[src/rtl/ws_frame_sched_pkg.sv]
// Shared types and constants for the pixel-strip frame scheduler.
package ws_pkg;

  localparam int unsigned WS_MAX_STRIPS = 8;
  localparam int unsigned WS_LED_W      = 9;

  typedef enum logic [2:0] {
    IDLE,
    LAUNCH,
    GAP,
    SETTLE,
    DRAIN,
    SWAP
  } ws_state_e;

  // Rounds up so the frame rate never exceeds the requested one.
  function automatic int unsigned ws_frame_div(input int unsigned clk_hz,
                                               input int unsigned frame_hz);
    return (clk_hz + frame_hz - 1) / frame_hz;
  endfunction

endpackage

[src/rtl/ws_frame_sched_if.sv]
// Scheduler-to-transmitter bank bus: start pulses, bank select, LED counts, busy.
interface ws_frame_sched_if #(
  parameter int unsigned NUM_STRIPS = ws_pkg::WS_MAX_STRIPS,
  parameter int unsigned LED_W      = ws_pkg::WS_LED_W
);

  logic [NUM_STRIPS-1:0]       strip_busy;
  logic [NUM_STRIPS-1:0]       strip_start;
  logic                        strip_bank;
  logic [NUM_STRIPS*LED_W-1:0] strip_leds;

  modport master (
    input  strip_busy,
    output strip_start,
    output strip_bank,
    output strip_leds
  );

  modport slave (
    output strip_busy,
    input  strip_start,
    input  strip_bank,
    input  strip_leds
  );

endinterface

[src/rtl/ws_frame_sched_timer.sv]
// Free-running frame counter; tick is high while the count sits at FRAME_DIV-1.
module ws_frame_timer #(
  parameter int unsigned FRAME_DIV = 333334
) (
  input  logic clk,
  input  logic rst,
  output logic tick
);

  localparam int unsigned   CW   = $clog2(FRAME_DIV);
  localparam logic [CW-1:0] LAST = CW'(FRAME_DIV - 1);

  logic [CW-1:0] cnt;

  always_ff @(posedge clk) begin
    if (rst)               cnt <= '0;
    else if (cnt == LAST)  cnt <= '0;
    else                   cnt <= cnt + CW'(1);
  end

  assign tick = (cnt == LAST);

endmodule

[src/rtl/ws_frame_sched.sv]
// Frame scheduler: staggered strip start pulses, between-frame bank swaps,
// overrun/skip accounting.
module ws_frame_sched
  import ws_pkg::*;
#(
  parameter int unsigned NUM_STRIPS = WS_MAX_STRIPS,
  parameter int unsigned LED_W      = WS_LED_W,
  parameter int unsigned FRAME_DIV  = ws_frame_div(20_000_000, 60),
  parameter int unsigned STAGGER    = 4
) (
  input  logic             clk,
  input  logic             rst,
  input  logic             cfg_wr,
  input  logic [2:0]       cfg_strip,
  input  logic             cfg_en,
  input  logic [LED_W-1:0] cfg_leds,
  input  logic             swap_req,
  output logic             swap_ack,
  ws_frame_sched_if.master strip,
  output logic             frame_tick,
  output logic             overrun,
  input  logic             overrun_clr,
  output logic [7:0]       skip_cnt,
  output logic             active
);

  localparam int unsigned   IW       = $clog2(WS_MAX_STRIPS);
  localparam logic [IW-1:0] LAST_IDX = IW'(NUM_STRIPS - 1);
  localparam logic [7:0]    GAP_LAST = 8'((STAGGER == 0) ? 0 : STAGGER - 1);

  ws_state_e state, next_state;
  logic [IW-1:0] idx, idx_next;
  logic [7:0]    wait_cnt, wait_next;

  logic [NUM_STRIPS-1:0] st_en, act_en, act_mask, sel, start_vec, started;
  logic [LED_W-1:0]      st_leds  [NUM_STRIPS];
  logic [LED_W-1:0]      act_leds [NUM_STRIPS];

  logic tick, busy_hit, launch_ok, last, skip, swap_fire, pending_swap, bank;

  ws_frame_timer #(.FRAME_DIV(FRAME_DIV)) u_timer (
    .clk  (clk),
    .rst  (rst),
    .tick (tick)
  );

  always_comb begin
    sel      = '0;
    act_mask = '0;
    for (int unsigned i = 0; i < NUM_STRIPS; i++) begin
      sel[i]      = (idx == IW'(i));
      act_mask[i] = act_en[i] && (act_leds[i] != '0);
    end
  end

  assign busy_hit  = |(strip.strip_busy & act_mask);
  assign launch_ok = |(sel & act_mask);
  assign last      = (idx == LAST_IDX);
  assign skip      = tick && ((state != IDLE) || busy_hit);
  assign swap_fire = (state == SWAP) && (pending_swap || swap_req);

  always_comb begin
    next_state = state;
    idx_next   = idx;
    wait_next  = wait_cnt;
    start_vec  = '0;
    unique case (state)
      IDLE: begin
        if (tick && !busy_hit) begin
          next_state = LAUNCH;
          idx_next   = '0;
        end
      end
      LAUNCH: begin
        if (launch_ok) start_vec = sel;
        // A zero stagger skips GAP entirely so starts land on consecutive cycles.
        if (launch_ok && STAGGER != 0) begin
          next_state = GAP;
          wait_next  = '0;
        end else if (last) begin
          next_state = SETTLE;
          wait_next  = '0;
        end else begin
          idx_next = idx + IW'(1);
        end
      end
      GAP: begin
        if (wait_cnt == GAP_LAST) begin
          if (last) begin
            next_state = SETTLE;
            wait_next  = '0;
          end else begin
            next_state = LAUNCH;
            idx_next   = idx + IW'(1);
          end
        end else begin
          wait_next = wait_cnt + 8'd1;
        end
      end
      SETTLE: begin
        if (wait_cnt == 8'd1) next_state = DRAIN;
        else                  wait_next  = wait_cnt + 8'd1;
      end
      DRAIN: begin
        if ((strip.strip_busy & started) == '0) next_state = SWAP;
      end
      SWAP: next_state = IDLE;
      default: next_state = IDLE;
    endcase
  end

  always_ff @(posedge clk) begin
    if (rst) begin
      state    <= IDLE;
      idx      <= '0;
      wait_cnt <= '0;
    end else begin
      state    <= next_state;
      idx      <= idx_next;
      wait_cnt <= wait_next;
    end
  end

  always_ff @(posedge clk) begin
    if (rst) begin
      started      <= '0;
      pending_swap <= 1'b0;
      bank         <= 1'b0;
      overrun      <= 1'b0;
      skip_cnt     <= '0;
    end else begin
      if (state == IDLE && next_state == LAUNCH) started <= '0;
      else                                       started <= started | start_vec;

      // A request landing in the SWAP cycle is consumed by that same swap.
      if (state == SWAP)  pending_swap <= 1'b0;
      else if (swap_req)  pending_swap <= 1'b1;
      if (swap_fire)      bank         <= ~bank;

      if (overrun_clr) begin
        overrun  <= 1'b0;
        skip_cnt <= '0;
      end else if (skip) begin
        overrun <= 1'b1;
        if (skip_cnt != 8'hFF) skip_cnt <= skip_cnt + 8'd1;
      end
    end
  end

  always_ff @(posedge clk) begin
    if (rst) begin
      st_en  <= '0;
      act_en <= '0;
      for (int unsigned i = 0; i < NUM_STRIPS; i++) begin
        st_leds[i]  <= '0;
        act_leds[i] <= '0;
      end
    end else begin
      for (int unsigned i = 0; i < NUM_STRIPS; i++) begin
        if (cfg_wr && cfg_strip == 3'(i)) begin
          st_en[i]   <= cfg_en;
          st_leds[i] <= cfg_leds;
        end
      end
      if (tick && state == IDLE) begin
        act_en <= st_en;
        for (int unsigned i = 0; i < NUM_STRIPS; i++) act_leds[i] <= st_leds[i];
      end
    end
  end

  always_comb begin
    strip.strip_leds = '0;
    for (int unsigned i = 0; i < NUM_STRIPS; i++) strip.strip_leds[i*LED_W +: LED_W] = act_leds[i];
  end

  assign strip.strip_start = start_vec;
  assign strip.strip_bank  = bank;
  assign swap_ack          = swap_fire;
  assign frame_tick        = tick;
  assign active            = (state != IDLE);

endmodule

[src/flat_wrapper.sv]
// flat-port wrapper written by rule: the top's interface ports become plain ports
module ws_frame_sched_flat import ws_pkg::*;
#(
  parameter int unsigned NUM_STRIPS = WS_MAX_STRIPS,
  parameter int unsigned LED_W      = WS_LED_W,
  parameter int unsigned FRAME_DIV  = ws_frame_div(20_000_000, 60),
  parameter int unsigned STAGGER    = 4
)
  (clk, rst, cfg_wr, cfg_strip, cfg_en, cfg_leds, swap_req, swap_ack, frame_tick, overrun, overrun_clr, skip_cnt, active, strip_strip_busy, strip_strip_start, strip_strip_bank, strip_strip_leds);
  ws_frame_sched_if #(.NUM_STRIPS(NUM_STRIPS), .LED_W(LED_W)) strip_i ();
  input  logic clk;
  input  logic rst;
  input  logic cfg_wr;
  input  logic [2:0] cfg_strip;
  input  logic cfg_en;
  input  logic [LED_W-1:0] cfg_leds;
  input  logic swap_req;
  output logic swap_ack;
  output logic frame_tick;
  output logic overrun;
  input  logic overrun_clr;
  output logic [7:0] skip_cnt;
  output logic active;
  input wire logic [$bits(strip_i.strip_busy)-1:0] strip_strip_busy;
  output wire logic [$bits(strip_i.strip_start)-1:0] strip_strip_start;
  output wire logic [$bits(strip_i.strip_bank)-1:0] strip_strip_bank;
  output wire logic [$bits(strip_i.strip_leds)-1:0] strip_strip_leds;
  assign strip_i.strip_busy = strip_strip_busy;
  assign strip_strip_start = strip_i.strip_start;
  assign strip_strip_bank = strip_i.strip_bank;
  assign strip_strip_leds = strip_i.strip_leds;
  ws_frame_sched #(.NUM_STRIPS(NUM_STRIPS), .LED_W(LED_W), .FRAME_DIV(FRAME_DIV), .STAGGER(STAGGER)) u_core (.clk(clk), .rst(rst), .cfg_wr(cfg_wr), .cfg_strip(cfg_strip), .cfg_en(cfg_en), .cfg_leds(cfg_leds), .swap_req(swap_req), .swap_ack(swap_ack), .strip(strip_i), .frame_tick(frame_tick), .overrun(overrun), .overrun_clr(overrun_clr), .skip_cnt(skip_cnt), .active(active));
endmodule
[config.mk]
export PLATFORM = sky130hd
export DESIGN_NAME = ws_frame_sched_flat
export DESIGN_NICKNAME = d
export VERILOG_FILES = /design/src/rtl/ws_frame_sched_pkg.sv /design/src/rtl/ws_frame_sched_if.sv /design/src/rtl/ws_frame_sched_timer.sv /design/src/rtl/ws_frame_sched.sv /design/src/flat_wrapper.sv
export SDC_FILE = /design/constraint.sdc
export NUM_CORES = 1
export LEC_CHECK = 0
export ABC_CLOCK_PERIOD_IN_PS = 7200
export BUFFER_PORTS_ARGS = -buffer_cell sky130_fd_sc_hd__buf_4
export CORE_MARGIN = 2
export CORE_UTILIZATION = 62
export DETAILED_ROUTE_END_ITERATION = 7
export GPL_TIMING_DRIVEN = 0
export PLACE_DENSITY = 0.95
export SLEW_MARGIN = 0
export SYNTH_ARGS = -nofsm -noshare
export SYNTH_HDL_FRONTEND = slang
export SYNTH_SLANG_ARGS = --single-unit
[constraint.sdc]
create_clock -name clk -period 7.2 [get_ports clk]
set_clock_uncertainty 0.05 [all_clocks]
set_input_delay 0.36 -clock clk [delete_from_list [all_inputs] [get_ports clk]]
set_output_delay 0.36 -clock clk [all_outputs]
set_load 0.02 [all_outputs]
==> key figures <==
Status
  – Outcome: completed

Die
  – Initial Util: 63.36%
  – Core ar.: 0.01383 mm²
  – Die Span Y: 122.9 µm
  – FP Rows: 43
  – Chip Width: 122.9 µm
  – Boundary Pins: between 100 and 150
  – Die ar.: 0.01510 mm²

Cells and area
  – Syn-to-layout area delta: 21.28%
  – Layout cells sized above 1: 19.64%
  – Non-filler cells, final: about 1100
  – Diode count: 0
  – Nets: approximately 920

Logic synthesis
  – Mapped Area: just under 0.009 mm²
  – Syn Area/Cell: 11.78 µm²
  – Synth area leader: edfxtp_1
  – Syn_nets: between 700 and 800
  – Number of flops mapped to enable cells by yosys: ~140
  – Post-Synthesis Cells: 744
  – Synth warn: 0
  – List of most frequent post-synthesis cells: edfxtp_1, nor2_1, dfxtp_1
  – Top_reg_cell synth: edfxtp_1
  – Seq/Total Area, Yosys: 64.90%
  – Cell with the most instances after synthesis: edfxtp_1
  – Asr flop ratio synth: 0%
  – Post-synth cell types: 55
  – Synth area leaders: edfxtp_1, dfxtp_1, nor2_1
  – Post-synth top area share: 49.36%
  – Seq cells post-synth: 212

Drt
  – Total vias in the final route: 6402
  – Total Wirelength: between 20000 and 25000 µm
  – DR WL/cell: 19.89 µm
  – Antenna Violating Nets Remaining: 0
  – Post-route DRC: 0
  – Number of DRC markers in iteration 0: 771
  – Via/cell ratio: 5.922
  – Drt pass-1 iters: 6

STA
  – Hold Vio Cnt, Final: 0
  – Sum of negative setup slack: 0 ns
  – Count of pins over their slew limit: 0
  – FMAX: roughly 0.28 GHz
  – Setup violations, final: 0
  – Relative slew slack: 38.02%
  – RSZ-0062 raised after global routing: false
  – Least-Margin Pin Slew: 0.9297 ns
  – Final worst setup slack: 3.626 ns
  – Final period util: roughly half
  – Tmin final: 3.574 ns

Pwr
  – Max VDD drop: 0.2220 mV
  – Leak: around 4.2 nW
  – Final Power: 2.730 mW
  – Pwr Density: 256.9 mW/mm²

Global route
  – Largest net degree at the start of global routing: 73
  – First-pass GRT wire length: 33020 µm
  – Aggregate global routing overflow: 0
  – Initial antenna violation count: 0
  – Number of global-route vias before repair: 6210
  – Global Route Usage Sum: between 20 and 30%

Place
  – DP Cell Count: 1040
  – Post-DP HPWL: 14550 µm
  – DP Worst Slack: 4.220 ns
  – Final estimated routing congestion in global placement: 0.8735
  – I/O Buffers: 116

Clock network
  – Total CTS buffers: 23
  – Clock-pin slew on the worst setup and hold paths: 0.06 ns
  – Resized Gates After CTS: 0
  – Clk_lat worst skew: 0.52 ns
  – Clk root buf: clkbuf_16
  – # hold bufs at CTS: 0
  – Setup bufs post-CTS: 0
  – Sink Count: 212
  – Clock tree buffer depth: 3
  – CTS tree: yes
  – Max H-tree Level: 1

Worst setup path
  – CP startpoint kind: register
  – Worst Setup Path Type: reg -> out
  – Crit Path Max Fanout: 8
  – Crit path DAT: 3.16 ns
  – Required time of the critical path: 6.79 ns
  – CP Capture Type: output pin

Job
  – Max Cap Viol: 0

Min path
  – Hold Crit Class: in -> reg
==> worst max-delay path, cell delays in order, from the launching register on <==
cell and delay (ns):
edfxtp_1 0.43, nor4_1 0.61, nand3_1 0.25, a41oi_1 0.27, nand4_1 0.35, and2_1 0.33
and3_1 0.24, buf_4 0.17
==> placed cells by master (no fill, tap or decap), types with 12 or more instances in the layout <==
master	synthesis	final
nor2b_1	23	23
nand2b_1	23	22
xor2_1	16	16
inv_1	19	19
nor2_1	131	131
nor3_1	12	12
a31oi_1	13	13
clkbuf_16	0	23
mux2i_1	19	19
a21oi_1	12	12
dfxtp_1	68	68
and3_1	16	16
and2_1	55	55
buf_4	0	116
nand2_1	35	35
clkbuf_1	22	29
nand3_1	32	32
edfxtp_1	144	144
==> area by class of cell <==
type / count / area, µm²
Fill cell: 802 / 3202
Tap cell: 180 / 225.2
Timing Repair Buffer: 116 / 870.8
Clock buffer: 34 / 656.9
Clock inverter: 7 / 103.9
Multi-Input combinational cell: 484 / 2884
Sequential cell: 212 / 5685
Buffer: 28 / 123.9
Inverter: 20 / 75.07
==> through the flow <==
step / cell area, µm² / hold WS, ns / utilization [%]
2_1_floorplan: 8761 / 0.3896 / -
3_3_place_gp: 9857 / 0.3945 / 71.29
3_5_place_dp: 9864 / 0.4034 / 71.34
4_1_cts: 10630 / 0.1441 / 76.84
5_1_grt: 10630 / 0.1622 / 76.84
6_report: 10630 / 0.1527 / 76.84
==> state kept, by name, indices dropped and copies added (netlist names) <==
register,cells
u_core.act_en,8
u_core.st_leds,72
u_core.strip.strip_bank,1
u_core.act_leds,72
u_core.pending_swap,1
u_core.started,8
u_core.idx,3
u_core.st_en,8
u_core.wait_cnt,8
u_core.overrun,1
u_core.skip_cnt,8
u_core.u_timer.cnt,19
u_core.state,3
==> per-layer routing <==
layer  share of wire (%)  vias to the layer above  global-route usage [%]
li1                    -                     2903                       -
met1                  37                     3107                   36.03
met2                  52                      334                   51.97
met3                 7.7                       58                   4.507
met4                 3.3                        0                   9.842
met5                   0                        -                       0
==> final timing paths <==
path                     startpoint  depth (start not counted)  slack, ns                    to
max          u_core.act_leds[0][20]                          7       3.63  strip_strip_start[1]
max reg2reg  u_core.act_leds[1][32]                          7       4.11         u_core.idx[2]
min                        swap_req                          3       0.15   u_core.pending_swap
min reg2reg       u_core.started[5]                          1       0.42     u_core.started[5]
==> where the power goes <==
group	internal (mW)	switching, mW
clock	0.709	0.476
sequential	1.36	0.0292
combinational	0.0542	0.102
total	2.12	0.607
==> logic make-up (layout without fill, tap and decap cells) <==
family	count (synthesis)	in the layout	share of synthesized area, %
compound gates	64	64	5.256
xor+xnor	24	24	2.399
fa+ha+maj	11	11	1.571
buf+inv	48	205	2.271
flops	212	212	64.90
mux	20	20	2.342
simple gates	365	365	21.27
(Power assumes the default switching activity.)
